--- src/rtl/irq_ctl.sv ---
`default_nettype none
// ============================================================================
//  Module      : irq_ctl
//  Description : Memory-mapped 8-source interrupt controller for a 65C02 bus.
//                Latches sources (edge or level per bit), masks them,
//                priority-encodes them (bit 0 highest), drives the core's irq,
//                and overrides the IRQ/BRK vector fetch at VEC_LO/VEC_LO+1
//                with a per-source vector taken from a table at VB + 2*index.
//  Revision    : 1.0 - initial release
// ----------------------------------------------------------------------------
//  Ports
//    clk      in   1  clock
//    reset    in   1  synchronous, active-high reset
//    AB       in  16  core address bus (current cycle)
//    DO       in   8  core write data (valid with AB when WE=1)
//    WE       in   1  core write strobe
//    src      in   8  interrupt sources, synchronous to clk
//    irq      out  1  registered level interrupt request
//    DI       out  8  registered read data (one-cycle latency)
//    sel      out  1  DI carries register-window data this cycle
//    vec_sel  out  1  DI carries vector data this cycle
//  Register map (offset from BASE)
//    0 STAT (W1C)  1 MASK  2 MODE (1=edge)  3 SWSET (W1S, reads 0)
//    4 CUR (RO)    5 VBL   6 VBH            7 reserved
// ============================================================================
module irq_ctl #(
    parameter logic [15:0] BASE   = 16'hFE00,
    parameter logic [15:0] VEC_LO = 16'hFFFE
) (
    input  logic        clk,
    input  logic        reset,
    input  logic [15:0] AB,
    input  logic [7:0]  DO,
    input  logic        WE,
    input  logic [7:0]  src,
    output logic        irq,
    output logic [7:0]  DI,
    output logic        sel,
    output logic        vec_sel
);

    localparam logic [2:0] OFF_STAT  = 3'd0;
    localparam logic [2:0] OFF_MASK  = 3'd1;
    localparam logic [2:0] OFF_MODE  = 3'd2;
    localparam logic [2:0] OFF_SWSET = 3'd3;
    localparam logic [2:0] OFF_CUR   = 3'd4;
    localparam logic [2:0] OFF_VBL   = 3'd5;
    localparam logic [2:0] OFF_VBH   = 3'd6;

    logic [7:0]  pending;
    logic [7:0]  mask;
    logic [7:0]  mode;
    logic [7:0]  src_d;
    logic [15:0] vb;
    logic [2:0]  vidx;
    logic        vvalid;

    logic        win_hit;
    logic [2:0]  offs;
    logic        win_wr;
    logic        win_rd;
    logic [7:0]  sw_set;
    logic [7:0]  stat_clr;
    logic [7:0]  set_vec;
    logic [7:0]  pending_nx;
    logic [7:0]  masked;
    logic        active;
    logic [2:0]  cur_idx;
    logic [7:0]  cur_val;
    logic [7:0]  rd_data;
    logic        vec_lo_rd;
    logic        vec_hi_rd;
    logic [15:0] vec_lo_addr;
    logic [15:0] vec_hi_addr;

    assign win_hit = (AB[15:3] == BASE[15:3]);
    assign offs    = AB[2:0];
    assign win_wr  = win_hit & WE;
    assign win_rd  = win_hit & ~WE;

    assign sw_set   = (win_wr && offs == OFF_SWSET) ? DO : 8'h00;
    assign stat_clr = (win_wr && offs == OFF_STAT)  ? DO : 8'h00;

    // Edge bits fire on a rising edge against the registered copy; level bits
    // fire whenever the source is high. Any set condition beats a same-cycle
    // W1C clear so an event arriving during a clear is never lost.
    assign set_vec    = (mode & src & ~src_d) | (~mode & src) | sw_set;
    assign pending_nx = set_vec | (pending & ~stat_clr);

    assign masked = pending & mask;
    assign active = |masked;

    // Lowest-numbered masked pending bit wins; scan downward so the last
    // assignment is the lowest index.
    always_comb begin
        cur_idx = 3'd0;
        for (int i = 7; i >= 0; i--) begin
            if (masked[i]) begin
                cur_idx = 3'(i);
            end
        end
    end

    assign cur_val = active ? {5'b00000, cur_idx} : 8'h80;

    always_comb begin
        rd_data = 8'h00;
        case (offs)
            OFF_STAT: rd_data = pending;
            OFF_MASK: rd_data = mask;
            OFF_MODE: rd_data = mode;
            OFF_CUR:  rd_data = cur_val;
            OFF_VBL:  rd_data = vb[7:0];
            OFF_VBH:  rd_data = vb[15:8];
            default:  rd_data = 8'h00;
        endcase
    end

    assign vec_lo_rd = ~WE && (AB == VEC_LO);
    assign vec_hi_rd = ~WE && (AB == (VEC_LO + 16'd1));

    // Low byte uses the live CUR index (it is latched in the same cycle);
    // the high byte uses the latched index so both halves match even if
    // pending changes between the two fetches.
    assign vec_lo_addr = vb + {12'h000, cur_idx, 1'b0};
    assign vec_hi_addr = vb + {12'h000, vidx, 1'b0};

    always_ff @(posedge clk) begin
        // Tracks src even in reset so a source held high through reset
        // does not look like a rising edge afterwards.
        src_d <= src;
        if (reset) begin
            pending <= 8'h00;
            mask    <= 8'h00;
            mode    <= 8'hFF;
            vb      <= 16'hFF00;
            vidx    <= 3'd0;
            vvalid  <= 1'b0;
            irq     <= 1'b0;
            DI      <= 8'h00;
            sel     <= 1'b0;
            vec_sel <= 1'b0;
        end else begin
            pending <= pending_nx;
            irq     <= active;

            if (win_wr) begin
                case (offs)
                    OFF_MASK: mask     <= DO;
                    OFF_MODE: mode     <= DO;
                    OFF_VBL:  vb[7:0]  <= DO;
                    OFF_VBH:  vb[15:8] <= DO;
                    default:  ;
                endcase
            end

            DI      <= 8'h00;
            sel     <= 1'b0;
            vec_sel <= 1'b0;
            if (win_rd) begin
                DI  <= rd_data;
                sel <= 1'b1;
            end else if (vec_lo_rd) begin
                if (active) begin
                    vidx    <= cur_idx;
                    vvalid  <= 1'b1;
                    DI      <= vec_lo_addr[7:0];
                    vec_sel <= 1'b1;
                end else begin
                    vvalid  <= 1'b0;
                end
            end else if (vec_hi_rd && vvalid) begin
                DI      <= vec_hi_addr[15:8];
                vec_sel <= 1'b1;
            end
        end
    end

endmodule
`default_nettype wire

--- config.mk ---
export PLATFORM = sky130hd
export DESIGN_NAME = irq_ctl
export DESIGN_NICKNAME = d
export VERILOG_FILES = /design/src/rtl/irq_ctl.sv
export SDC_FILE = /design/constraint.sdc
export NUM_CORES = 1
export LEC_CHECK = 0
export BUFFER_PORTS_ARGS = -buffer_cell sky130_fd_sc_hd__buf_2
export CAP_MARGIN = 20
export CORE_ASPECT_RATIO = 1.2
export CORE_MARGIN = 2
export CORE_UTILIZATION = 50
export DETAILED_ROUTE_END_ITERATION = 8
export PLACE_DENSITY = 0.8
export SYNTH_ARGS = -nofsm -noshare
export SYNTH_HDL_FRONTEND = slang
export SYNTH_SLANG_ARGS = --single-unit
--- constraint.sdc ---
create_clock -name clk -period 3.15 [get_ports clk]
set_clock_uncertainty 0.2 [all_clocks]
set_input_delay 0.1575 -clock clk [delete_from_list [all_inputs] [get_ports clk]]
set_output_delay 0.1575 -clock clk [all_outputs]
set_load 0.005 [all_outputs]
Yosys cells after proc, flatten, opt, wreduce, memory -nomap -nowiden
Index checks and enable logic that the tools add are counted.
W data, S select, Z words.

word-level totals
  register bits = 63
  output and inout port bits = 11
  input bits = 35
  word-level logic and storage cells = 72

operators by class
  equal/unequal tests = 9
  bitwise operators = 15
  add/subtract/negate cells = 2
  muxes and demuxes = 20
  reduce and logical (&&, ||, !) cells = 14

operator list
  kind                    count
  $mux W8                 7
  $pmux W8 S6             1
  $and A8 B8 Y8           5
  $eq A16 B16 Y1 const B  2
  $mux W3                 8
  $not A8 Y8              3
  $or A8 B8 Y8            3
  $add A16 B4 Y16         1
  $eq A13 B13 Y1 const B  1
  $reduce_and A2 Y1       5
  $eq A3 B3 Y1 const B    3
  $add A8 B4 Y8           1
  $reduce_or A8 Y1        1
  $eq A3 B2 Y1 const B    2
  $logic_and A1 B1 Y1     5
  $mux W1                 4
  $eq A3 B1 Y1 const B    1
  $logic_not A3 Y1        1
  $reduce_and A3 Y1       1
  $and A1 B1 Y1           2
  $not A1 Y1              2
  $reduce_or A2 Y1        1

Logic depth before layout (Yosys ltp)
  depth in word-level cells = 13
  gate-level depth with buffers = 10
  mapped depth without buffers = 10

Worst setup path before layout
Ideal clock, no wire load.

  path type = register -> register
  from = register pending[6]
  to = register DI[7]
  cell stages (with the launch flop) = 10
  buffers on the path = 0
  data required time = 2867 ps
  arrival = 2036 ps
  library setup time = 83 ps
  setup slack = 831 ps
  cells stage by stage = dfxtp_1 > a22oi_1 > a221o_1 > a21oi_1 > inv_1 > fa_1 > nor2b_1 > o2111ai_1 > xor2_1 > o221ai_1

between the ends
  cells in the longest elaborated chain, start to end = 12

ends and longest elaborated chain
  item                    RTL line  text
  from (decl)             50        logic [7:0] pending;
  from (signal assigned)  144       pending <= pending_nx;
  $and A8 B8 Y8           90        assign masked = pending & mask;
  $mux W3 (7 in a row)    98        if (masked[i]) begin
  via cur_idx[1]          68        logic [2:0] cur_idx;
  $add A8 B4 Y8           125       assign vec_lo_addr = vb + {12'h000, cur_idx, 1'b0};
  $mux W8                 164       if (active) begin
  $mux W8                 163       end else if (vec_lo_rd) begin
  $mux W8                 160       if (win_rd) begin
  to (signal assigned)    161       DI <= rd_data;
  to (signal assigned)    167       DI <= vec_lo_addr[7:0];
  to (signal assigned)    173       DI <= vec_hi_addr[15:8];
  to (decl)               37        output logic [7:0] DI,

The timed path passes the listed nets, and every way through them passes these cells.
A chain may end at the register's enable or synchronous reset.

Final worst setup path
  from = register pending[2]
  to = register DI[5]

between the ends
  cells in the longest elaborated chain, start to end = 8

ends and longest elaborated chain
  item                  RTL line
  $and A8 B8 Y8         90
  $mux W3 (3 in a row)  98
  via cur_idx[0]        68
  $add A8 B4 Y8         125
  $mux W8               164
  $mux W8               163
  $mux W8               160

The timed path passes the listed nets, and every way through them passes these cells.

==> results.toml <==
[floorplanning]
initial_core_util = 0.5090
dieWidth_um = 77.49
core-area_mm2 = 0.006366
fp-row-count = 32
die_area_mm2 = 0.007144
die_height_um = 92.19
io_pins = 46

[clock_tree]
ctsLongestPathBuffers = 2
clk_latency_ns = 0.35
cts.sink_count = 63
cts.repair.resized = 0
cts-root-buf = "clkbuf_8"
post_cts_buffers = 0
cts.htree.levels = 3
cts_tree = "built"
numCtsBuffers = 9
path_clk_slew_ns = 0.07

[timing]
rsz0062_at_grt = "false"
setup-violations-final = 0
min_period_over_period = 0.8236
finalHoldViolations = 0
drv_slew = 0
finalSetupTns_ns = 0
worst_pin_slew_ns = 0.7385
relSlewSlack = 0.5066
fmax_mhz = 385.5
fin_crit_ns = 2.594

[run_status]
status = "finished, final reports clean"

[cells_and_area]
finalNetCount = 454
final_cell_mix = "63 x dfxtp_1, 52 x nand2_1, 45 x buf_2, 38 x mux2i_1, 26 x nor2_1"
drive_gt1_frac = 0.1986
post-route-cell-area_mm2 = 0.003906
syn2layout_area_growth_pct = 20.54
mostFrequentLayoutCell = "dfxtp_1"
diodes = 0

[drt]
vias = 2954
drtAntennaViolNets = 0
avgViaCountPerCell = 5.873
wl_per_cell_um = 16.68
first_pass_iters = 5
drtIter0Drc = 215
finalWirelength_um = 8392
route.detailed.drc = 0

[synth]
ys.flop_type = "dfxtp_1"
synth-seq-cells = 63
synth_nets = 395
async_flop_share = 0
yosysWarnings = 0
ys_seq_area_frac = 0.3892
synth_edf_count = 0
synth_cells = 354
syn_area_per_cell_um2 = 9.154
synth.distinct_cells = 55
syn_area_mm2 = 0.003241

[setup_path]
worst-path-buf-inv = 1
reg2reg_slack_ns = 0.56
worstPathArrival_ns = 2.59
crit_family = "compound AO/OA/AOI/OAI gates"
worstPathCellList = "a22oi_1 > nand2_1 > o211ai_1 > ha_1 > inv_1 > fa_1 > nor2b_1 > o21ai_0 > xor2_1 > o221ai_1"
slowest_stage = "fa_1"
cp-start-kind = "flip-flop"
end_kind = "flip-flop"
worstPathRequired_ns = 3.15
critPathMaxFanout = 4
path_class = "flip-flop to flip-flop"
slowest_delay_ns = 0.39

[placed_design]
place_area_mm2 = 0.003513
io_buffers = 45
place_hpwl_um = 6059
place.gp.congestion = 0.9093

[global_routing]
grt_max_degree = 34
antenna_found_initial = 0
grt_pass1_vias = 2796
grt_overflow_total = 0
grtUsageTotal = 0.2421
grt_pass1_wl_um = 13490

[power_and_ir_drop]
ir_drop_v = 0.0002503
p_leak_nw = 1.606
power_density_mw_per_mm2 = 443.4

[job]
maxCapViolations = 0

[hold_path]
hold_class = "input pin to flip-flop"
==> registers in the layout, indices dropped and copies added, names as in the netlist <==
name	cells
vec_sel	1
pending	8
vb	16
src_d	8
vidx	3
mode	8
irq	1
sel	1
DI	8
mask	8
vvalid	1
==> stage by stage <==
step	std cells	util	total power, mW	setup WS, ns	hold WS, ns
final	503	0.6136	1.732	0.5557	0.06647
after global routing	503	0.6136	1.777	0.3068	0.1139
after CTS	503	0.6136	1.732	0.5679	0.06865
after detailed placement	470	0.5519	0.9474	0.5994	0.07718
after global placement	470	0.5519	0.9447	0.6528	0.07480
after floorplan	354	-	0.8991	0.8308	-0.01478
==> worst reg2reg max path: cells and delay by family, from the launching register on <==
| kind | cells | cell delay (ns) |
|---|---|---|
| AO/OA/AOI/OAI | 4 | 0.76 |
| adder cells (fa/ha/maj) | 2 | 0.63 |
| flip-flops | 1 | 0.37 |
| AND/OR/NAND/NOR | 2 | 0.22 |
| XOR/XNOR | 1 | 0.19 |
| buffers and inverters | 1 | 0.06 |
==> worst paths after layout <==
check,cells after the start,startpoint,endpoint
max,10,pending[2]$_SDFF_PP0_,DI[5]$_SDFF_PP0_
min,5,AB[3],vec_sel$_SDFF_PP0_
max reg2reg,10,pending[2]$_SDFF_PP0_,DI[5]$_SDFF_PP0_
min reg2reg,2,vvalid$_SDFFE_PP0P_,vvalid$_SDFFE_PP0P_
==> cells by family after synthesis <==
group / after synthesis / synth area share
muxes: 39 / 0.1208
adders and majority gates: 6 / 0.02548
buffers and inverters: 23 / 0.03089
and+or+nand+nor: 137 / 0.2236
DFF: 63 / 0.3892
xor gates and xnor gates: 13 / 0.03514
AOI/OAI and AO/OA: 73 / 0.1749
==> cell type report <==
cell class                      count  area [um2]
Clock buffer                       11       141.4
Tap cell                           85       106.4
Sequential cell                    63        1261
Fill cell                         525        2460
Inverter                            7       26.28
Multi-Input combinational cell    268        1879
Timing Repair Buffer               64       410.4
Clock inverter                      5       81.33
==> power breakdown <==
| part | switching, mW | total [mW] | internal, mW |
|---|---|---|---|
| Sequential | 0.0107 | 0.820 | 0.809 |
| Combinational | 0.0732 | 0.128 | 0.0550 |
| Clock | 0.317 | 0.784 | 0.467 |
==> Yosys cell counts, drive strengths merged, types with 5 or more instances <==
cell     n  area, um2
clkbuf  12      45.04
ha       5      62.56
nand2b   5      31.28
nand2   53      201.5
nor2    27      117.6
o21ai    5      25.02
nand4    5      31.28
inv      6      22.52
o221ai  13      113.9
xnor2    5      43.79
a22oi   19      147.6
mux2i   38      380.4
xor2     8      70.07
nand3   21      105.1
dfxtp   63       1261
and3     5      31.28
a21oi   16      110.1
==> per-layer routing <==
metal,part of all wire,track usage
met5,0,0
met4,0.041,0.1250
met3,0.067,0.04921
met2,0.49,0.4181
met1,0.40,0.2810
==> timing repair <==
action                                 CTS  global route
hold buffers                            17             0
endpoints found under the hold margin   49             0
setup endpoints to repair                0             0
(Power assumes the default switching activity.)
